## config.mk

```make
export PLATFORM = sky130hd
export DESIGN_NAME = if_stage
export DESIGN_NICKNAME = d
export VERILOG_FILES = /design/src/rtl/if_stage.sv
export SDC_FILE = /design/constraint.sdc
export NUM_CORES = 1
export LEC_CHECK = 0
export BUFFER_PORTS_ARGS = -buffer_cell sky130_fd_sc_hd__buf_4
export CAP_MARGIN = 10
export CORE_MARGIN = 2
export CORE_UTILIZATION = 56
export DETAILED_ROUTE_END_ITERATION = 8
export PLACE_DENSITY = 0.86
export SETUP_SLACK_MARGIN = 0.15
export SYNTH_ARGS = -nofsm -noshare
export SYNTH_HDL_FRONTEND = slang
export SYNTH_SLANG_ARGS = --single-unit
```

## constraint.sdc

```tcl
create_clock -name clk -period 3.2 [get_ports clk]
set_input_delay 0.16 -clock clk [delete_from_list [all_inputs] [get_ports clk]]
set_output_delay 0.16 -clock clk [all_outputs]
set_load 0.05 [all_outputs]
```

## src/rtl/if_stage.sv

```systemverilog
// rtl/if_stage.sv - instruction fetch stage: PC register, imem handshake, hold buffer, redirect flush
// FSM: FETCH issues requests, HOLD replays a buffered word, FLUSH drains a redirected request.
module if_stage #(
  parameter int                 ADDR_W   = 32,
  parameter int                 DATA_W   = 32,
  parameter logic [ADDR_W-1:0]  RESET_PC = 32'h0000_0000,
  parameter logic [DATA_W-1:0]  NOP_WORD = 32'h0000_0000
) (
  input  logic              clk,
  input  logic              rst,
  input  logic              is_hold,
  input  logic              branch_taken,
  input  logic [ADDR_W-1:0] branch_target,
  output logic              imem_req,
  output logic [ADDR_W-1:0] imem_addr,
  input  logic              imem_ack,
  input  logic [DATA_W-1:0] imem_rdata,
  output logic [ADDR_W-1:0] pc_plus4_IF,
  output logic [DATA_W-1:0] inst_IF,
  output logic              fetch_stall
);

  typedef enum logic [1:0] {S_FETCH, S_HOLD, S_FLUSH} state_t;

  state_t            state, state_nxt;
  logic [ADDR_W-1:0] pc, pc_nxt, pending_pc, pending_nxt;
  logic [ADDR_W-1:0] pc_inc, target;
  logic [DATA_W-1:0] inst_buf, inst_buf_nxt;

  assign pc_inc = pc + ADDR_W'(4);
  // Instruction addresses are word aligned; low target bits are dropped.
  assign target = {branch_target[ADDR_W-1:2], 2'b00};

  always_comb begin
    state_nxt    = state;
    pc_nxt       = pc;
    pending_nxt  = pending_pc;
    inst_buf_nxt = inst_buf;
    imem_req     = 1'b0;
    imem_addr    = pc;
    inst_IF      = NOP_WORD;
    fetch_stall  = 1'b1;
    pc_plus4_IF  = pc_inc;
    if (rst) begin
      pc_plus4_IF = '0;
    end else begin
      case (state)
        S_FETCH: begin
          imem_req = 1'b1;
          if (branch_taken) begin
            if (imem_ack) begin
              pc_nxt = target;
            end else begin
              pending_nxt = target;
              state_nxt   = S_FLUSH;
            end
          end else if (imem_ack) begin
            inst_IF     = imem_rdata;
            fetch_stall = 1'b0;
            if (is_hold) begin
              inst_buf_nxt = imem_rdata;
              state_nxt    = S_HOLD;
            end else begin
              pc_nxt = pc_inc;
            end
          end
        end
        S_HOLD: begin
          if (branch_taken) begin
            pc_nxt    = target;
            state_nxt = S_FETCH;
          end else begin
            inst_IF     = inst_buf;
            fetch_stall = 1'b0;
            if (!is_hold) begin
              pc_nxt    = pc_inc;
              state_nxt = S_FETCH;
            end
          end
        end
        S_FLUSH: begin
          // Old request stays on the bus until memory completes it; its data is dropped.
          imem_req = 1'b1;
          if (imem_ack) begin
            pc_nxt    = branch_taken ? target : pending_pc;
            state_nxt = S_FETCH;
          end else if (branch_taken) begin
            pending_nxt = target;
          end
        end
        default: state_nxt = S_FETCH;
      endcase
    end
  end

  always_ff @(posedge clk) begin
    if (rst) begin
      state      <= S_FETCH;
      pc         <= RESET_PC;
      pending_pc <= '0;
      inst_buf   <= '0;
    end else begin
      state      <= state_nxt;
      pc         <= pc_nxt;
      pending_pc <= pending_nxt;
      inst_buf   <= inst_buf_nxt;
    end
  end

endmodule

```

==> metrics.txt, run 1 <==
status=complete, no violations; initial core utilization=57.1%; period utilization=89.4%; final net count=~1000; worst-case clock buffer depth=2; Critical Path AT=2700 ps; setup slack after layout=~340 ps; DRC errors left=0; number of I/O pins=around 170; Hold Crit Class=in2reg; share of layout cells above drive strength 1=about a quarter; Die Area=about 0.011 mm2; final count of hold timing violations=0; dpl hpwl=approximately 12000 um; register area share after synthesis=between 30 and 40%; post-synth top area share=between 30% and 40%; kind of start point of the critical path=register; DR pass1 iterations=5; met3 WL=~1600 um; Setup TNS=0 ps; top sig layer=met4; DR vias=6352; vias in the first global route=5644; top_reg_cell synth=dfxtp_1; routed length on met2=around 8600 um; clock slew seen by the registers of the worst setup and hold paths=100 ps; overall routing resource usage=between 30% and 40%; Relative slew margins=40.6%; gpl congestion=about 0.95; antenna violations before repair=0; CTS Buf Count=9; HP Start=branch_target[30]; Leakage=approximately 2.9 nW; # fillers=787; Mapped Nets=about 840; Vert. Die Dim=around 100 um; Clock Skews=13.8 ps; crit end category=output pin; die width=103 um; ys async rst share=0%; number of enable flip-flop cells after synthesis=0; CP Class=reg2out; worst-skew pair later-pin latency=approximately 370 ps; CTS tree=done; drt wl/cell=between 15 and 20 um; Synth Warn #=0; clock root cell=clkbuf_8; gr ovfl total=0; area leader, netlist=dfxtp_1; area delta synth->final=28.4%; Req. time, crit path=3040 ps; initial drt markers=around 620; Worst VDD drop=approximately 0.28 mV; final WL=about 18000 um; Final ANT Viol Nets=0; final setup fails=0; largest net degree at the start of global routing=between 50 and 60; crit path max-delay cell type=dfxtp_1; first-pass GRT wire length=about 27000 um; Max H-tree Level=3; dpl ws=approximately 740 ps; Critical Path Fanout Max=9; maxcap violations=0; Final Critical Period=around 2900 ps; Placement Rows=36; register bit total from synthesis=98; mapped cell area=between 0.005 and 0.006 mm2; CP cell instances=nand4_4 -> nor4_4 -> nand4_1 -> or3_1 -> a21oi_1 -> buf_4; Port Buf Inserts=around 160; flop2flop setup slack=850 ps; R2R depth=5; Slew Limit Fails=0; worst-margin pin slew=between 800 and 900 ps; CTS sink cnt=between 90 and 100; Post-Synthesis Cells=between 700 and 800; reg-to-reg startpoint=state[0]$_SDFFE_PP0P_; WHS Path Cells=3; Hold EP=pending_pc[30]$_SDFFE_PP0P_; top post-synthesis cells by area=dfxtp_1 36%, nand2_1 12%, a21oi_1 7.9%; DRT met1 WL=6890 um; RSZ-0062 raised after global routing=no; reg-to-reg endpoint=imem_addr[19]$_SDFFE_PP0P_; DR vias/cell=roughly 6; antenna cells=0; Avg Cell Area, Syn=7.13 um2; PD cells=420 mW/mm2; Distinct cells, synth=55; f_max=roughly 0.35 GHz; core area=roughly 0.0096 mm2; Worst path max stage delay=approximately 550 ps
worst max-delay path by stage:
stage                     depth (start not counted)  slack [ps]                    endpoint                  startpoint
after floorplan                                   6         230             pc_plus4_IF[31]  imem_addr[10]$_SDFFE_PP0P_
after global placement                            5         810  imem_addr[25]$_SDFFE_PP0P_  imem_addr[10]$_SDFFE_PP0P_
after detailed placement                          5         740  imem_addr[25]$_SDFFE_PP0P_  imem_addr[10]$_SDFFE_PP0P_
after CTS                                         6         330             pc_plus4_IF[19]  imem_addr[10]$_SDFFE_PP0P_
after global routing                              6         180             pc_plus4_IF[31]  imem_addr[10]$_SDFFE_PP0P_
final                                             6         340             pc_plus4_IF[31]  imem_addr[10]$_SDFFE_PP0P_
sequential cells by signal, indices dropped and copies added, names as in the netlist:
signal / cells
imem_addr: 32
inst_buf: 32
pending_pc: 32
state: 2
metal layers:
layer	GRT usage [%]	up-vias
met1	41.8	2963
met3	6.64	60
met5	0	-
met4	12.4	0
met2	53.2	361
li1	-	2968
synthesized netlist by cell type, types with 3 or more instances:
cell type / count
a32o_1: 3
xor2_1: 19
or3_1: 5
buf_2: 9
a211oi_1: 5
nand4_1: 17
a221oi_1: 3
nor3_1: 14
o211ai_1: 7
nand2_1: 173
o21ai_0: 25
inv_1: 5
a31oi_1: 8
a22oi_1: 37
or4_1: 5
nand2b_1: 3
xnor2_1: 8
and4_1: 3
nor2_1: 87
a21oi_1: 87
nor2b_1: 4
o31ai_1: 3
nand3_1: 21
clkbuf_1: 58
and3_1: 16
nor4_1: 4
dfxtp_1: 98
and2_1: 6
a22o_1: 3
critical path: cells and delay by family (launching register included):
kind	cells	cell delay, ps
compound gates	1	150
simple gates	4	1410
flops	1	550
buf+inv	1	220
kinds of logic after synthesis:
kind of cell,after synthesis,synth area share [%]
fa+ha+maj,1,0.227
xor+xnor,27,4.30
flops,98,35.6
mux,2,0.386
buf+inv,74,5.25
simple gates,368,30.9
compound gates,202,23.3
cells in the final DEF (no fill, tap or decap), types with 4 or more instances in the layout:
cell type	instances
and2_1	6
buf_4	189
nor2_1	87
o211ai_1	7
a211oi_1	5
nand3_1	21
clkbuf_8	9
inv_1	5
a31oi_1	8
or4_1	5
a21oi_1	87
nor3_1	13
nand2_1	173
xor2_1	19
a22oi_1	37
xnor2_1	8
nand4_1	17
o21ai_0	25
dfxtp_1	98
and3_1	16
nor4_1	4
or3_1	5
area by class of cell:
| type | instances | area (um2) | area share, % |
|---|---|---|---|
| multi-input cells | 600 | 3270 | 46.3 |
| inverters | 5 | 18.8 | 0.265 |
| clock inverters | 7 | 98.8 | 1.40 |
| well taps | 133 | 166 | 2.35 |
| flip-flops and latches | 98 | 1960 | 27.8 |
| clock buffers | 9 | 124 | 1.75 |
| repair buffers | 190 | 1430 | 20.2 |
per-stage QoR:
stage | instance area (um2) | total power [W] | std cells | hold slack (ps) | utilization [%]
after floorplan | 5510 | 0.00181 | 772 | 237 | -
after global placement | 6810 | 0.00205 | 1022 | 388 | 70.7
after detailed placement | 6810 | 0.00207 | 1022 | 386 | 70.7
after CTS | 7050 | 0.00296 | 1039 | 28.7 | 73.1
after global routing | 7070 | 0.00307 | 1042 | 33.1 | 73.3
final | 7070 | 0.00297 | 1042 | 34.5 | 73.3
power by group:
part | internal (W) | switching [W] | total, W
combinational | 0.000238 | 0.000468 | 0.000706
clock | 0.000448 | 0.000466 | 0.000914
sequential | 0.00128 | 0.0000699 | 0.00135
total | 0.00196 | 0.00100 | 0.00297
timing repair:
action	in CTS	in global routing
setup endpoints to repair	0	1
gates resized for setup	0	0
hold endpoints to repair	1	0
setup buffers	0	3
hold buffers	1	0
Note: power is estimated with default switching activity, not from simulation.
==> run 2: changes to the inputs <==
--- a/config.mk
+++ b/config.mk
@@ -9,6 +9,7 @@
 export CAP_MARGIN = 10
 export CORE_MARGIN = 2
 export CORE_UTILIZATION = 56
+export CTS_BUF_LIST = sky130_fd_sc_hd__clkbuf_8 sky130_fd_sc_hd__clkbuf_16
 export DETAILED_ROUTE_END_ITERATION = 8
 export PLACE_DENSITY = 0.86
 export SETUP_SLACK_MARGIN = 0.15
==> constraint.sdc (replaced) <==
create_clock -name clk -period 3.2 [get_ports clk]
set_input_delay 0.64 -clock clk [delete_from_list [all_inputs] [get_ports clk]]
set_output_delay 0.64 -clock clk [all_outputs]
set_load 0.05 [all_outputs]
==> run 2 against run 1 <==
  * Utilization grew 1.9 points
  * Hold slack gained 420 ps
  * Via count is essentially flat
  * Final cell count grew 1.2%
  * Combinational power grew 4.1%
  * Largest cell class unchanged
  * Largest power group unchanged
  * Highest routed layer unchanged
==> metrics.txt, run 2 (synthesized netlist as in run 1, its figures left out) <==
status=complete, no violations; Reg area=0.00197 mm2 (+0.51%); gr ovfl total=0 (unchanged); largest net degree at the start of global routing=72 (+36%); Slew Limit Fails=0 (unchanged); clock power share=28.9% (-1.9 points); DR vias/cell=6.03 (-1.2%); antenna cells=0 (unchanged); antenna violations before repair=0 (unchanged); CP Class=reg2out; dpl hpwl=12300 um (+0.37%); worst-margin pin slew=838 ps (-45.9 ps); Vert. Die Dim=103 um (unchanged); Die Area=0.0106 mm2 (unchanged); DRC errors left=0 (unchanged); P_sw=0.000988 W (-1.5%); final count of hold timing violations=0 (unchanged); multi-input logic area=0.00334 mm2 (+2.2%); final instance area=0.00725 mm2 (+2.6%); Port Buf Inserts=164 (unchanged); setup slack after layout=163 ps (-175 ps); Placed Area=0.00697 mm2 (+2.2%); WHS=459 ps (+425 ps); most common cell after layout, fill and taps aside=buf_4; share of layout cells above drive strength 1=27.7% (+3.7 points); Int Power=0.00193 W (-1.6%); kind of start point of the critical path=register; most used routing layer=met2; Critical Path Fanout Max=7 (-2); Setup TNS=0 ps (unchanged); Final ANT Viol Nets=0 (unchanged); initial drt markers=617 (-0.96%); CTS sink cnt=98 (unchanged); clock root cell=clkbuf_8; initial core utilization=57.1% (unchanged); PD cells=403 mW/mm2 (-4.0%); met2 Usage GRT=51.7% (-1.5 points); Final Critical Period=3040 ps (+175 ps); grt met3 use=6.10% (-0.54 points); Comb pwr share=25.2% (+1.4 points); clock slew seen by the registers of the worst setup and hold paths=110 ps (about the same); maxcap violations=0 (unchanged); # fillers=740 (-6.0%); met1 GRT Util=42.7% (+0.90 points); final setup fails=0 (unchanged); most frequent cells in the layout=199 x buf_4, 172 x nand2_1, 92 x dfxtp_1; crit end category=output pin; DR pass1 iterations=6 (+1); Hold Crit Class=reg2reg; Reg power frac=45.9% (+0.5 points); Leakage=2.97 nW (+2.3%); Req. time, crit path=2560 ps (-480 ps); worst-case clock buffer depth=2 (unchanged); drt wl/cell=16.8 um (-1.2%); Worst VDD drop=0.262 mV (-7.1%); overall routing resource usage=31.9% (-0.45 points); Placement Rows=36 (unchanged); area delta synth->final=31.7%; period utilization=94.9% (+5.5 points); final WL=17700 um (about the same); CTS Buf Count=9 (unchanged); die width=103 um (unchanged); number of I/O pins=167 (unchanged); Max H-tree Level=3 (unchanged); final net count=986 (+1.2%); f_max=0.329 GHz (-5.8%); Relative slew margins=43.7% (+3.1 points); Clock Skews=20.4 ps (+6.54 ps); worst-skew pair later-pin latency=380 ps (about the same); DR vias=6351 (-0.016%); gpl congestion=0.949 (+0.24%); first-pass GRT wire length=27000 um (-1.0%); Net Sw Frac=33.8% (about the same); CTS tree=done; Critical Path AT=2400 ps (-300 ps); vias in the first global route=5486 (-2.8%); dpl ws=338 ps (-403 ps); core area=0.00964 mm2 (unchanged); RSZ-0062 raised after global routing=yes
## run 2: cell types whose count changed in the layout (fill, tap and decap cells not counted), sizes merged
cell         change
clkbuf           +2
bufinv           -1
clkinv           +1
dlygate4sd3      -1
clkinvlp         -1
buf             +13
inv              -1
## run 2: timing repair
item	4_1_cts	5_1_grt
setup buffers	3	5
endpoints found under the setup margin	3	6
hold buffers	0	0
pin swaps	2	4
gates resized for setup	5	5
## run 2: final timing paths
| kind | to | slack (ps) | cells after the start | startpoint |
|---|---|---|---|---|
| max | pc_plus4_IF[31] | 160 | 6 | imem_addr[12]$_SDFFE_PP0P_ |
| min | pending_pc[12]$_SDFFE_PP0P_ | 460 | 2 | pending_pc[12]$_SDFFE_PP0P_ |
| max reg2reg | imem_addr[17]$_SDFFE_PP0P_ | 840 | 6 | state[0]$_SDFFE_PP0P_ |
| min reg2reg | pending_pc[12]$_SDFFE_PP0P_ | 460 | 2 | pending_pc[12]$_SDFFE_PP0P_ |
## run 2: metal layers
| metal | up-vias | part of all wire [%] |
|---|---|---|
| li1 | 2995 | - |
| met1 | 2894 | 39 |
| met2 | 415 | 48 |
| met3 | 47 | 10 |
| met4 | 0 | 2.7 |
| met5 | - | 0 |
## run 2: layout make-up
type	count	area share (%)
sequential	98	27.2
clock buffer	11	2.09
multi-input combinational	600	46.1
tap	133	2.30
clock inverter	5	0.759
inverter	5	0.259
timing repair buffer	202	21.3
## run 2: power groups by stage
stage          Combinational, W  Sequential, W  Clock [W]
3_5_place_dp           0.000724        0.00136          0
5_1_grt                0.000781        0.00135   0.000895
6_report               0.000735        0.00134   0.000844
3_3_place_gp           0.000710        0.00136          0
4_1_cts                0.000726        0.00134   0.000840
2_1_floorplan          0.000376        0.00144          0
## run 2: worst max-delay path, cell delays in order, from the launching register on
cell and delay (ps):
dfxtp_2 430, nand4_4 210, nor4_4 430, nand4_1 200, or3_1 400, a21oi_2 140
buf_4 210
## run 2: stage by stage
step                      std cells  total power [W]  utilization (%)
after floorplan                 772          0.00182                -
after global routing           1054          0.00303             75.2
final                          1054          0.00292             75.2
after detailed placement       1030          0.00209             72.3
after global placement         1030          0.00207             72.3
after CTS                      1049          0.00290             74.7
